**src/rtl/lcd_write_engine_if.sv**
```systemverilog
// LSU-side port of the LCD write engine: one-cycle command strobe in, polled status word out.
interface lcd_write_engine_if;
  logic        i_wr_stb;
  logic [31:0] i_wr_data;
  logic [31:0] o_status;

  modport master (output i_wr_stb, output i_wr_data, input o_status);
  modport slave  (input i_wr_stb, input i_wr_data, output o_status);
endinterface

```
**src/rtl/lcd_write_engine.sv**
```systemverilog
// Buffers LSU command words and replays each as a timed HD44780 8-bit write cycle.
// One down-counter times SETUP/PULSE/HOLD/EXEC; RS/DATA only change at pop.
module lcd_write_engine #(
  parameter int FIFO_DEPTH  = 4,
  parameter int T_SETUP     = 2,
  parameter int T_EN        = 12,
  parameter int T_HOLD      = 2,
  parameter int T_EXEC      = 2000,
  parameter int T_EXEC_LONG = 82000
) (
  input  logic               i_clk,
  input  logic               i_rst,
  lcd_write_engine_if.slave  bus,
  output logic [7:0]         o_lcd_data,
  output logic               o_lcd_rs,
  output logic               o_lcd_rw,
  output logic               o_lcd_en,
  output logic               o_lcd_on
);
  localparam int AW   = $clog2(FIFO_DEPTH);
  localparam int TM1  = (T_EXEC_LONG > T_EXEC) ? T_EXEC_LONG : T_EXEC;
  localparam int TM2  = (T_EN > T_SETUP) ? T_EN : T_SETUP;
  localparam int TM3  = (TM2 > T_HOLD) ? TM2 : T_HOLD;
  localparam int TMAX = (TM1 > TM3) ? TM1 : TM3;
  localparam int CW   = $clog2(TMAX + 1);
  localparam logic [AW:0] DEPTH_C = FIFO_DEPTH[AW:0];

  typedef enum logic [2:0] {IDLE, SETUP, PULSE, HOLD, EXEC} state_t;
  typedef struct packed {
    logic       rs;
    logic [7:0] data;
  } entry_t;

  entry_t        mem [FIFO_DEPTH];
  logic [AW-1:0] wptr, rptr;
  logic [AW:0]   count;
  logic          ovf, full, empty, busy, push, pop, long_cmd, en_nxt;
  state_t        state, nstate;
  logic [CW-1:0] cnt, ncnt;
  entry_t        wr_entry;
  logic          unused_wr_bits;

  assign wr_entry       = '{rs: bus.i_wr_data[9], data: bus.i_wr_data[7:0]};
  assign unused_wr_bits = ^{bus.i_wr_data[30:10], bus.i_wr_data[8]};

  assign full  = (count == DEPTH_C);
  assign empty = (count == '0);
  assign busy  = (state != IDLE) || !empty;
  assign pop   = (state == IDLE) && !empty;
  // A full FIFO still accepts when the head leaves on the same edge.
  assign push  = bus.i_wr_stb && (!full || pop);

  // Clear and return-home need the long execution wait.
  assign long_cmd = !o_lcd_rs && (o_lcd_data[7:2] == 6'd0) && (o_lcd_data[1:0] != 2'd0);

  always_ff @(posedge i_clk) begin
    if (push) mem[wptr] <= wr_entry;
  end

  always_ff @(posedge i_clk or negedge i_rst) begin
    if (!i_rst) begin
      wptr  <= '0;
      rptr  <= '0;
      count <= '0;
      ovf   <= 1'b0;
    end else begin
      if (push) wptr <= wptr + 1'b1;
      if (pop)  rptr <= rptr + 1'b1;
      if (push && !pop)      count <= count + 1'b1;
      else if (pop && !push) count <= count - 1'b1;
      if (bus.i_wr_stb && !push) ovf <= 1'b1;
    end
  end

  always_ff @(posedge i_clk or negedge i_rst) begin
    if (!i_rst) begin
      state <= IDLE;
      cnt   <= '0;
    end else begin
      state <= nstate;
      cnt   <= ncnt;
    end
  end

  always_comb begin
    nstate = state;
    ncnt   = cnt;
    case (state)
      IDLE: if (!empty) begin
        nstate = SETUP;
        ncnt   = CW'(T_SETUP - 1);
      end
      SETUP: if (cnt == '0) begin
        nstate = PULSE;
        ncnt   = CW'(T_EN - 1);
      end else ncnt = cnt - 1'b1;
      PULSE: if (cnt == '0) begin
        nstate = HOLD;
        ncnt   = CW'(T_HOLD - 1);
      end else ncnt = cnt - 1'b1;
      HOLD: if (cnt == '0) begin
        nstate = EXEC;
        ncnt   = long_cmd ? CW'(T_EXEC_LONG - 1) : CW'(T_EXEC - 1);
      end else ncnt = cnt - 1'b1;
      EXEC: if (cnt == '0) nstate = IDLE;
            else ncnt = cnt - 1'b1;
      default: begin
        nstate = IDLE;
        ncnt   = '0;
      end
    endcase
  end

  // EN is registered so it is glitch-free on the pin and tracks the PULSE state exactly.
  always_comb begin
    en_nxt = (nstate == PULSE);
  end

  always_ff @(posedge i_clk or negedge i_rst) begin
    if (!i_rst) begin
      o_lcd_en   <= 1'b0;
      o_lcd_rs   <= 1'b0;
      o_lcd_data <= 8'd0;
      o_lcd_on   <= 1'b0;
    end else begin
      o_lcd_en <= en_nxt;
      if (pop) {o_lcd_rs, o_lcd_data} <= mem[rptr];
      if (bus.i_wr_stb) o_lcd_on <= bus.i_wr_data[31];
    end
  end

  assign o_lcd_rw   = 1'b0;
  assign bus.o_status = {29'd0, ovf, full, busy};
endmodule

```
**src/flat_wrapper.sv**
```systemverilog
// flat-port wrapper written by rule: the top's interface ports become plain ports
module lcd_write_engine_flat 
#(
  parameter int FIFO_DEPTH  = 4,
  parameter int T_SETUP     = 2,
  parameter int T_EN        = 12,
  parameter int T_HOLD      = 2,
  parameter int T_EXEC      = 2000,
  parameter int T_EXEC_LONG = 82000
)
  (i_clk, i_rst, o_lcd_data, o_lcd_rs, o_lcd_rw, o_lcd_en, o_lcd_on, bus_i_wr_stb, bus_i_wr_data, bus_o_status);
  lcd_write_engine_if bus_i ();
  input  logic i_clk;
  input  logic i_rst;
  output logic [7:0] o_lcd_data;
  output logic o_lcd_rs;
  output logic o_lcd_rw;
  output logic o_lcd_en;
  output logic o_lcd_on;
  input wire logic [$bits(bus_i.i_wr_stb)-1:0] bus_i_wr_stb;
  input wire logic [$bits(bus_i.i_wr_data)-1:0] bus_i_wr_data;
  output wire logic [$bits(bus_i.o_status)-1:0] bus_o_status;
  assign bus_i.i_wr_stb = bus_i_wr_stb;
  assign bus_i.i_wr_data = bus_i_wr_data;
  assign bus_o_status = bus_i.o_status;
  lcd_write_engine #(.FIFO_DEPTH(FIFO_DEPTH), .T_SETUP(T_SETUP), .T_EN(T_EN), .T_HOLD(T_HOLD), .T_EXEC(T_EXEC), .T_EXEC_LONG(T_EXEC_LONG)) u_core (.i_clk(i_clk), .i_rst(i_rst), .bus(bus_i), .o_lcd_data(o_lcd_data), .o_lcd_rs(o_lcd_rs), .o_lcd_rw(o_lcd_rw), .o_lcd_en(o_lcd_en), .o_lcd_on(o_lcd_on));
endmodule
```
**config.mk**
```make
export PLATFORM = sky130hd
export DESIGN_NAME = lcd_write_engine_flat
export DESIGN_NICKNAME = d
export VERILOG_FILES = /design/src/rtl/lcd_write_engine_if.sv /design/src/rtl/lcd_write_engine.sv /design/src/flat_wrapper.sv
export SDC_FILE = /design/constraint.sdc
export NUM_CORES = 1
export LEC_CHECK = 0
export ABC_AREA = 1
export ABC_CLOCK_PERIOD_IN_PS = 3340
export BUFFER_PORTS_ARGS = -buffer_cell sky130_fd_sc_hd__buf_2
export CAP_MARGIN = 40
export CELL_PAD_IN_SITES_DETAIL_PLACEMENT = 1
export CELL_PAD_IN_SITES_GLOBAL_PLACEMENT = 1
export CORE_MARGIN = 2
export CORE_UTILIZATION = 41
export CTS_CLUSTER_SIZE = 10
export DETAILED_ROUTE_END_ITERATION = 8
export PLACE_DENSITY_LB_ADDON = 0.08
export SYNTH_ARGS = -nofsm -noshare
export SYNTH_HDL_FRONTEND = slang
export SYNTH_SLANG_ARGS = --single-unit
```
**constraint.sdc**
```tcl
create_clock -name i_clk -period 3.34 [get_ports i_clk]
set_clock_uncertainty 0.2 [all_clocks]
set_input_delay 0.167 -clock i_clk [delete_from_list [all_inputs] [get_ports i_clk]]
set_output_delay 0.167 -clock i_clk [all_outputs]
set_load 0.01 [all_outputs]
```
==> run metrics <==
outcome=finished, final reports clean; Die Span X=102 um; Syn Std Cell Area=approximately 4000 sq um; Post-CTS Setup Inserts=0; asr flop ratio synth=roughly 52%; Setup WS post-layout=between 600 and 700 ps; Die ar.=10,500 sq um; Seq pwr share=52.5%; area grow syn2layout=12.1%; first-iteration detailed-routing DRC count=89; DR DRC count=0; I/O Buffers=26; sequential cell area fraction in the yosys report=around half; gr ovfl total=0; cell-internal power=1590 uW; worst vdd ir=0.291 mV; critical path class=register to register; CP Launch Type=register; ANT cells=0; Crit path arrival time=2700 ps; portion of netlist area occupied by mux cells=less than 1%; CP Capture Type=register; FILL cells=1,117; Max H-tree Level=3; Detailed Routing Iterations Pass 1=5; sw power=612 uW; compound-gate portion of the synthesized area=7.01%; total track usage=18.3%; Max-Cap Viols=0; most frequent cell after synthesis=nand2_1; achievable clock frequency=approximately 380 MHz; Finished Layout Cells=620; met2 wire length=3990 um; Clock Latency Late Sink=350 ps; post-synth top area cell=edfxtp_1; post-synthesis simple-gate area fraction=23.0%; Worst Hold Class=input pin to async pin; Yosys reg bits=75; Post-synth top cells=nand2_1, nor2_1, inv_1, dfrtp_1, edfxtp_1; clock tree from TritonCTS=built; io pins=79; HPWL Detailed=around 6300 um; Tcrit/Tclk final=79.7%; cells after synthesis=442; Final Hold Vio Count=0; worst slew pin tran=a little over 600 ps; Vias=2,915; setup tns final=0 ps; placed insts=591; final net count=roughly 530; Crit Path Max Fanout=6; Area after DPL=4110 sq um; Post-Route M1 WL=between 4000 and 5000 um; Logic pwr share=about 15%; highest metal used=met4; layout cell share with drive strength beyond 1=about 14%; CORE AREA=9330 sq um; clk buf depth=2; Final Setup Violations=0; WL final=8720 um; Die Y=102 um; Sink Count=75; initial antenna violation count=0; Crit path required time=3370 ps; XOR/XNOR share of the synthesized area=1.99%; Clock Pin Slew Worst Setup and Hold Paths=80 ps; Starting Density=roughly 42%; Slew Limit Fails=0; switching share of power=between 20 and 30%; Primary FF master, synth=dfrtp_1; Synth area leaders=edfxtp_1, dfrtp_1, nand2_1, buf_4, nor2_1; Row Count=35; unrepaired setup endpoints after global routing=no; Final GP Congestion=0.735; met3 wire len=279 um; largest net degree at the start of global routing=24; routed wire length per instance=14.1 um; Leak=0.00199 uW; syn avg cell area=roughly 9.0 sq um; clock network power share=32.1%; number of synthesized flops with an enable pin=36; post-layout min period=2660 ps; post-DR vias/cell=4.70; vias in the first global route=2,948; largest family of logic cells by synthesized area=simple AND/OR/NAND/NOR gates; CTS buffer count=9; Place WS=669 ps; total number of yosys warnings=0; Clock Tree Root=clkbuf_8; synth unique cells=36; Synth top area share=27.3%; Pwr Density=just under 500 nW/um^2; final instance area=4440 sq um; Routed Antenna Nets=0; Slew HR=59.7%; post-synthesis adder-cell area fraction=2.72%; first-pass GRT wire length=14,600 um
[critical path, stage by stage (launching register included)]
cell and delay (ps):
dfrtp_1 450, nor2_2 190, inv_2 80, nor2_4 130, inv_2 70, or2_1 380, ha_1 270, inv_1 90
fa_1 420, mux2_2 270
[kinds of logic after synthesis]
group                    count (synthesis)
flip-flops                              75
AO/OA/AOI/OAI                           44
XOR/XNOR                                 9
multiplexers                             2
other                                    1
AND/OR/NAND/NOR                        212
adder cells (fa/ha/maj)                  8
buffers and inverters                   91
[stage by stage]
stage / power (uW) / hold WS [ps] / utilization, %
after floorplan: 1400 / -329 / -
after global placement: 1480 / 169 / 43.8
after detailed placement: 1500 / -68.3 / 44.1
after CTS: 2230 / 81.2 / 47.6
after global routing: 2320 / 111 / 47.6
final: 2200 / 84.0 / 47.6
[path summary, 6_finish.rpt]
check | start | endpoint | slack [ps] | cells past startpoint
min in group i_clk | u_core.ovf$_DFFE_PN0P_ | u_core.ovf$_DFFE_PN0P_ | 280 | 1
worst min-delay path | i_rst | u_core.o_lcd_data[7]$_DFFE_PN0P_ | 80 | 2
worst max register to register | u_core.state[0]$_DFF_PN0_ | u_core.count[1]$_DFFE_PN0P_ | 680 | 9
worst min register to register | u_core.ovf$_DFFE_PN0P_ | u_core.ovf$_DFFE_PN0P_ | 280 | 1
worst max-delay path | u_core.state[0]$_DFF_PN0_ | u_core.count[1]$_DFFE_PN0P_ | 680 | 9
max in group asynchronous | i_rst | u_core.cnt[9]$_DFFE_PN0P_ | 2380 | 3
[placed cells by master (no fill, tap or decap), types with 9 or more instances in the layout]
| cell type | count |
|---|---|
| nand2_1 | 103 |
| nor2_1 | 63 |
| inv_1 | 45 |
| dfrtp_1 | 39 |
| edfxtp_1 | 36 |
| conb_1 | 30 |
| o21ai_0 | 26 |
| buf_2 | 26 |
| nand3_1 | 24 |
| dlygate4sd3_1 | 13 |
| o32ai_1 | 9 |
| clkbuf_8 | 9 |
[power groups by stage]
stage	logic (uW)	clock network [uW]	registers, uW
after floorplan	240	0	1160
after global placement	307	0	1170
after detailed placement	326	0	1180
after CTS	340	734	1160
after global routing	382	769	1170
final	339	706	1150
[cell type report]
class / instances / area [sq um] / share of cell area, %
flip-flops and latches: 75 / 2060 / 46.3
multi-input cells: 305 / 1510 / 34.0
repair buffers: 45 / 318 / 7.16
inverters: 50 / 193 / 4.34
well taps: 129 / 161 / 3.63
clock buffers: 10 / 128 / 2.87
clock inverters: 6 / 72.6 / 1.63
[flip-flops by register name (all words and copies together) (netlist names), 2 cells and up]
signal and count:
u_core.mem 36, u_core.cnt 17, u_core.o_lcd_data 8, u_core.count 3
u_core.state 3, u_core.rptr 2, u_core.wptr 2
[per-layer routing]
layer  vias to the layer above  track usage [%]
li1                       1455                -
met4                         0             5.54
met2                        57             29.1
met1                      1394             26.0
met3                         9             2.94
met5                         -                0
[what timing repair did]
action | in CTS | in global routing
hold buffers | 13 | 0
resized for setup | 0 | 0
hold endpoints to repair | 77 | 0
Note: power is estimated with default switching activity, not from simulation.
